<file path="src/rtl/traffic_light_four_lane.sv">
// Two-phase four-way intersection light controller driven by fixed cycle-count dwell timers.
// Define PEDESTRIAN_REQ_EN to add pedestrian request flags that end green early.
module traffic_light_four_lane #(
    parameter int unsigned GREEN_TIME  = 50,
    parameter int unsigned YELLOW_TIME = 10,
    parameter int unsigned ALLRED_TIME = 5,
    parameter int unsigned MIN_GREEN   = 10
) (
    input  logic clk,
    input  logic rst,
    input  logic pedestrian_ew,
    input  logic pedestrian_ns,
    output logic ew_green,
    output logic ew_yellow,
    output logic ew_red,
    output logic ns_green,
    output logic ns_yellow,
    output logic ns_red
);
    localparam int unsigned CNT_W = 8;
    localparam logic [CNT_W-1:0] GREEN_LAST  = CNT_W'(GREEN_TIME - 1);
    localparam logic [CNT_W-1:0] YELLOW_LAST = CNT_W'(YELLOW_TIME - 1);
    localparam logic [CNT_W-1:0] ALLRED_LAST = CNT_W'(ALLRED_TIME - 1);
    localparam logic [CNT_W-1:0] MIN_LAST    = CNT_W'(MIN_GREEN - 1);

    typedef enum logic [2:0] {
        NS_GREEN  = 3'd0,
        NS_YELLOW = 3'd1,
        ALLRED_A  = 3'd2,
        EW_GREEN  = 3'd3,
        EW_YELLOW = 3'd4,
        ALLRED_B  = 3'd5
    } state_t;

    state_t           state;
    state_t           state_nxt;
    logic [CNT_W-1:0] cnt;
    logic [CNT_W-1:0] cnt_nxt;
    logic             cut_ns;
    logic             cut_ew;

`ifdef PEDESTRIAN_REQ_EN
    logic req_ns;
    logic req_ew;
    logic req_ns_nxt;
    logic req_ew_nxt;

    // A latched request may only end green once the minimum green has elapsed.
    assign cut_ns = req_ns && (cnt >= MIN_LAST);
    assign cut_ew = req_ew && (cnt >= MIN_LAST);

    always_ff @(posedge clk) begin
        if (rst) begin
            req_ns <= 1'b0;
            req_ew <= 1'b0;
        end else begin
            req_ns <= req_ns_nxt;
            req_ew <= req_ew_nxt;
        end
    end

    // Requests latch only while their approach is green; entering yellow clears them.
    always_comb begin
        req_ns_nxt = req_ns;
        req_ew_nxt = req_ew;
        if (state == NS_GREEN && pedestrian_ns) req_ns_nxt = 1'b1;
        if (state == EW_GREEN && pedestrian_ew) req_ew_nxt = 1'b1;
        if (state_nxt == NS_YELLOW && state != NS_YELLOW) req_ns_nxt = 1'b0;
        if (state_nxt == EW_YELLOW && state != EW_YELLOW) req_ew_nxt = 1'b0;
    end
`else
    logic unused_ped;

    assign unused_ped = pedestrian_ns ^ pedestrian_ew;
    assign cut_ns     = 1'b0;
    assign cut_ew     = 1'b0;
`endif

    always_ff @(posedge clk) begin
        if (rst) begin
            state <= NS_GREEN;
            cnt   <= '0;
        end else begin
            state <= state_nxt;
            cnt   <= cnt_nxt;
        end
    end

    // Fixed phase ring; the dwell counter restarts on every state change.
    always_comb begin
        state_nxt = state;
        cnt_nxt   = cnt + CNT_W'(1);
        case (state)
            NS_GREEN:  if (cnt == GREEN_LAST || cut_ns) state_nxt = NS_YELLOW;
            NS_YELLOW: if (cnt == YELLOW_LAST)          state_nxt = ALLRED_A;
            ALLRED_A:  if (cnt == ALLRED_LAST)          state_nxt = EW_GREEN;
            EW_GREEN:  if (cnt == GREEN_LAST || cut_ew) state_nxt = EW_YELLOW;
            EW_YELLOW: if (cnt == YELLOW_LAST)          state_nxt = ALLRED_B;
            ALLRED_B:  if (cnt == ALLRED_LAST)          state_nxt = NS_GREEN;
            default:                                    state_nxt = NS_GREEN;
        endcase
        if (state_nxt != state) cnt_nxt = '0;
    end

    // Moore lamp decode; unused codes show red both ways until recovery.
    always_comb begin
        ns_green  = 1'b0;
        ns_yellow = 1'b0;
        ns_red    = 1'b0;
        ew_green  = 1'b0;
        ew_yellow = 1'b0;
        ew_red    = 1'b0;
        case (state)
            NS_GREEN:  begin ns_green  = 1'b1; ew_red = 1'b1; end
            NS_YELLOW: begin ns_yellow = 1'b1; ew_red = 1'b1; end
            EW_GREEN:  begin ew_green  = 1'b1; ns_red = 1'b1; end
            EW_YELLOW: begin ew_yellow = 1'b1; ns_red = 1'b1; end
            default:   begin ns_red    = 1'b1; ew_red = 1'b1; end
        endcase
    end
endmodule

</file>
<file path="config.mk">
export PLATFORM = sky130hd
export DESIGN_NAME = traffic_light_four_lane
export DESIGN_NICKNAME = d
export VERILOG_FILES = /design/src/rtl/traffic_light_four_lane.sv
export SDC_FILE = /design/constraint.sdc
export NUM_CORES = 1
export LEC_CHECK = 0
export BUFFER_PORTS_ARGS = -buffer_cell sky130_fd_sc_hd__buf_2
export CORE_MARGIN = 3
export CORE_UTILIZATION = 45
export DETAILED_ROUTE_END_ITERATION = 8
export GPL_TIMING_DRIVEN = 0
export PLACE_DENSITY = 0.71
export SYNTH_ARGS = -nofsm -noshare
export SYNTH_HDL_FRONTEND = slang
export SYNTH_SLANG_ARGS = --single-unit
</file>
<file path="constraint.sdc">
create_clock -name clk -period 1.8 [get_ports clk]
set_input_delay 0.27 -clock clk [delete_from_list [all_inputs] [get_ports clk]]
set_output_delay 0.27 -clock clk [all_outputs]
set_load 0.1 [all_outputs]
</file>
Yosys cells after proc, flatten, opt, wreduce, memory -nomap -nowiden
Index checks and enable logic that the tools add are counted.
Word-level totals
  register bits after elaboration: 11
  bits of input ports: 4
  output and inout port bits: 6
  word-level logic and storage cells: 29
Operators by class
  add/sub/neg operators: 1
  equal/unequal tests: 9
  multiplexer cells: 13
  reduce and logical (&&, ||, !) cells: 4
Operators with widths (number)
  $mux 3: 6
  $pmux 3 s6: 1
  $add 8x1->8 const B: 1
  $eq 8x3->1 const B: 1
  $eq 8x4->1 const B: 1
  $eq 8x6->1 const B: 1
  $eq 3x2->1 const B: 2
  $eq 3x3->1 const B: 2
  $mux 1: 6
  $reduce_or 2->1: 3
  $eq 3x1->1 const B: 1
  $logic_not 3->1: 1
  $ne 3x3->1: 1

Logic depth before layout (Yosys ltp)
  depth after elaboration: 5
  depth in mapped cells: 8
  depth with buffers taken out: 7

Worst setup path before layout
No wires, ideal clock.
  kind: flip-flop to output port
  start: reg state[2]
  end: out ew_red
  data arrival time: 2.812 ns
  data required time: 1.530 ns
  path slack: -1.282 ns
  cell stages (with the launch flop): 4
  path buffers: 0
  cells stage by stage: dfxtp_1 -> nand2b_1 -> nor2_1 -> nor2_1
On the way
  word-level cells in the longest chain between the ends: 3
Ends and longest elaborated chain
  start, declared: line 35  | state_t state;
  start signal, assigned: line 84  | state <= state_nxt;
  $eq 3x3->1 or $eq 3x2->1 (tied branches): line 113  | case (state)
  $reduce_or 2->1 (no source line) (*)
  $mux 1 (*): line 113
  end, declared: line 15  | output logic ew_red,
Mark *: on every way between the ends. The rest lies on a longest branch, timed or not.

Final worst setup path
  start: reg cnt[1]
  end: reg state[0]
On the way
  word-level cells in the longest chain between the ends: 3
Ends and longest elaborated chain
  start, declared: line 37  | logic [CNT_W-1:0] cnt;
  start signal, assigned: line 85  | cnt <= cnt_nxt;
  $eq 8x3->1, or another cell as far along: line 96, 99
  $mux 3, or another cell as far along: line 99  | ALLRED_B: if (cnt == ALLRED_LAST) state_nxt = NS_GREEN;
  $pmux 3 s6 (*): line 93  | case (state)
Marks and branches as above.
A chain may end at the register's enable or synchronous reset.

==> results_dict.tcl <==
set metrics [dict create \
    initial_core_util_pct 52.0 \
    syn-cell-area_um2 727 \
    cap_violations 0 \
    die-height_um 46.2 \
    synth_mux_area_share_pct 0 \
    nets 110 \
    fillers 117 \
    rsz0062_at_grt "true" \
    worst_clock_skew_ns 0.0106 \
    grt_remaining_overflow 0 \
    synth_compound_area_share_pct 19.4 \
    firstDrtPassIters 4 \
    antenna_left 0 \
    gp_congestion 0.796 \
    synth_top_family_by_area "simple AND/OR/NAND/NOR gates" \
    grt_max_degree 11 \
    n_antenna_cell 0 \
    period_share_pct 99.8 \
    viasPerCell 5.57 \
    clock-sinks 11 \
    cts_root_buffer "clkbuf_4" \
    crit_fanout 7 \
    dpl.hpwl_um 1120 \
    synth_top_area_share_pct 30.3 \
    holdPathEnd "state[2]" \
    setup_viol 0 \
    drc_errors 0 \
    synth_ff_type "dfxtp_1" \
    synth_fa_ha_area_share_pct 5.16 \
    die_w_um 46.2 \
    grt_pass1_vias 605 \
    ir_worst_vdd_v 0.000421 \
    synth-simple-area-share_pct 32.4 \
    powerDensity_nw_per_um2 510 \
    worstHoldStart "rst" \
    start_kind "flip-flop" \
    portBuffers 7 \
    grt_pass1_wl_um 2720 \
    synth-edff-count 0 \
    hold_viol 0 \
    seq_area_frac_synth_pct 30.3 \
    area.growth.synth_to_final_pct 25.8 \
    drt_iter0_drc 11 \
    post_dp_cell_area_um2 815 \
    synth_seq_cells 11 \
    tightest_slew_ns 0.482 \
    numCtsBuffers 3 \
    design.core.area_um2 1400 \
    final_cell_mix "13 x nor2_1, 10 x buf_4" \
    num_rows 13 \
    syn_inst 87 \
    async_flop_share_pct 0 \
    antenna_found_initial 0 \
    synth_nets 94 \
    track_usage_pct 18.6 \
    endpoint_kind "flip-flop" \
    clkLatencyLatePin_ns 0.27 \
    tritoncts "yes" \
    clk_pin_slew_worst_paths_ns 0.06 \
    io_pins 10 \
    synthXorXnorAreaFrac_pct 7.23 \
    cts_buffer_depth 2 \
    placed_cells 109 \
    synth_top_cell_by_area "dfxtp_1" \
    r2r_cells 7 \
    yosys_warnings 0 \
    wl_um 1560 \
    rr_startpoint "cnt[1]" \
    power_leakage_nw 0.354 \
    drt-wirelength-per-cell_um 13.4 \
    yosys-top-cells-area "dfxtp_1 30%, nor2_1 9.3%, xor2_1 6.0%" \
    postSynthAreaPerCell_um2 8.36 \
    cp.arrival_ns 1.98 \
    status "complete, no violations" \
    hp-class "primary input to flip-flop" \
    cts_hold_buf 0 \
    worstSetupPathType "flip-flop to flip-flop" \
    fmax_mhz 557 \
    vias 652 \
    fin_crit_ns 1.80 \
    final_common_cell "nor2_1" \
    worst_slew_margin_rel_pct 68.1 \
    drive_gt1_share_pct 39.2 \
    fin_area_um2 915 \
    die-area_um2 2130 \
    ys_types 37 \
    r2r-end "state[0]" \
    h-tree-depth 1 \
    rrSetupSlack_ns 0.004 \
    startpoint "cnt[1]" \
    critPathRequiredTime_ns 1.98 \
    holdPathStages 2 \
    final-max-slew-violation-count 0 \
    final_cells 117 \
]
## synthesized netlist by cell type, drive strengths merged (2+ instances only)
library cell,n
o211ai,2
dfxtp,11
inv,5
nor2,19
ha,3
o31ai,2
buf,3
xor2,5
nor3,3
and3,2
nand4b,2
nand2b,3
nand2,3
o21ai,2
nand3,5
or4,2
o21bai,2
## layout make-up
class / instances / area [um^2] / area share (%)
Buffer: 2 / 12.5 / 1.37
Multi-Input combinational cell: 68 / 518 / 56.6
Tap cell: 15 / 18.8 / 2.05
Clock buffer: 4 / 26.3 / 2.87
Timing Repair Buffer: 12 / 85.1 / 9.30
Inverter: 5 / 18.8 / 2.05
Sequential cell: 11 / 235 / 25.7
## metal layers
layer / wire length, um / share of wire [%] / vias up / track usage [%]
met1: 801 / 51 / 291 / 26.1
li1: - / - / 346 / -
met4: 17 / 1.1 / 0 / 11.9
met2: 699 / 45 / 13 / 25.3
met3: 46 / 2.9 / 2 / 3.52
met5: 0 / 0 / - / 0
## worst max-delay path, stage by stage (launching register included)
cell and delay, ns:
dfxtp_2 0.32, inv_2 0.05, ha_1 0.12, or4b_4 0.53, nor3_4 0.20, nor2_1 0.06, o31a_1 0.26, o31ai_2 0.17
## sequential cells by signal (all words and copies together) (netlist names)
name / cells
cnt: 8
state: 3
## report_power, final
group / internal (mW) / total (mW) / switching (mW)
Combinational: 0.0225 / 0.0511 / 0.0286
Sequential: 0.246 / 0.252 / 0.00511
Clock: 0.0856 / 0.164 / 0.0780
## per-stage QoR
step / setup slack [ns] / util [%] / TNS [ns] / hold slack, ns / power (mW)
floorplan: -0.161 / - / -0.170 / 0.342 / 0.296
global placement: -0.136 / 58.2 / -0.747 / 0.459 / 0.305
detailed placement: -0.148 / 58.2 / -0.942 / 0.465 / 0.306
CTS: 0.000473 / 64.8 / 0 / 0.237 / 0.474
global route: -0.109 / 65.4 / -0.722 / 0.249 / 0.492
finish: 0.00369 / 65.4 / 0 / 0.241 / 0.466
## how the worst max path moves through the flow
stage                     endpoint  cells past startpoint
after detailed placement  state[0]                      8
after global routing      state[0]                      7
after floorplan             ew_red                      3
final                     state[0]                      7
after CTS                 state[0]                      7
after global placement    state[0]                      8
## kinds of logic after synthesis
group | count (synthesis)
AOI/OAI and AO/OA | 17
xor gates and xnor gates | 6
adders and majority gates | 3
buffers and inverters | 8
DFF | 11
and+or+nand+nor | 42
## what timing repair did
action                     in CTS  in global routing
pin swaps                       8                  0
setup buffers                   5                  0
setup endpoints to repair       9                 11
resized for setup              17                  4
(Power assumes the default switching activity.)
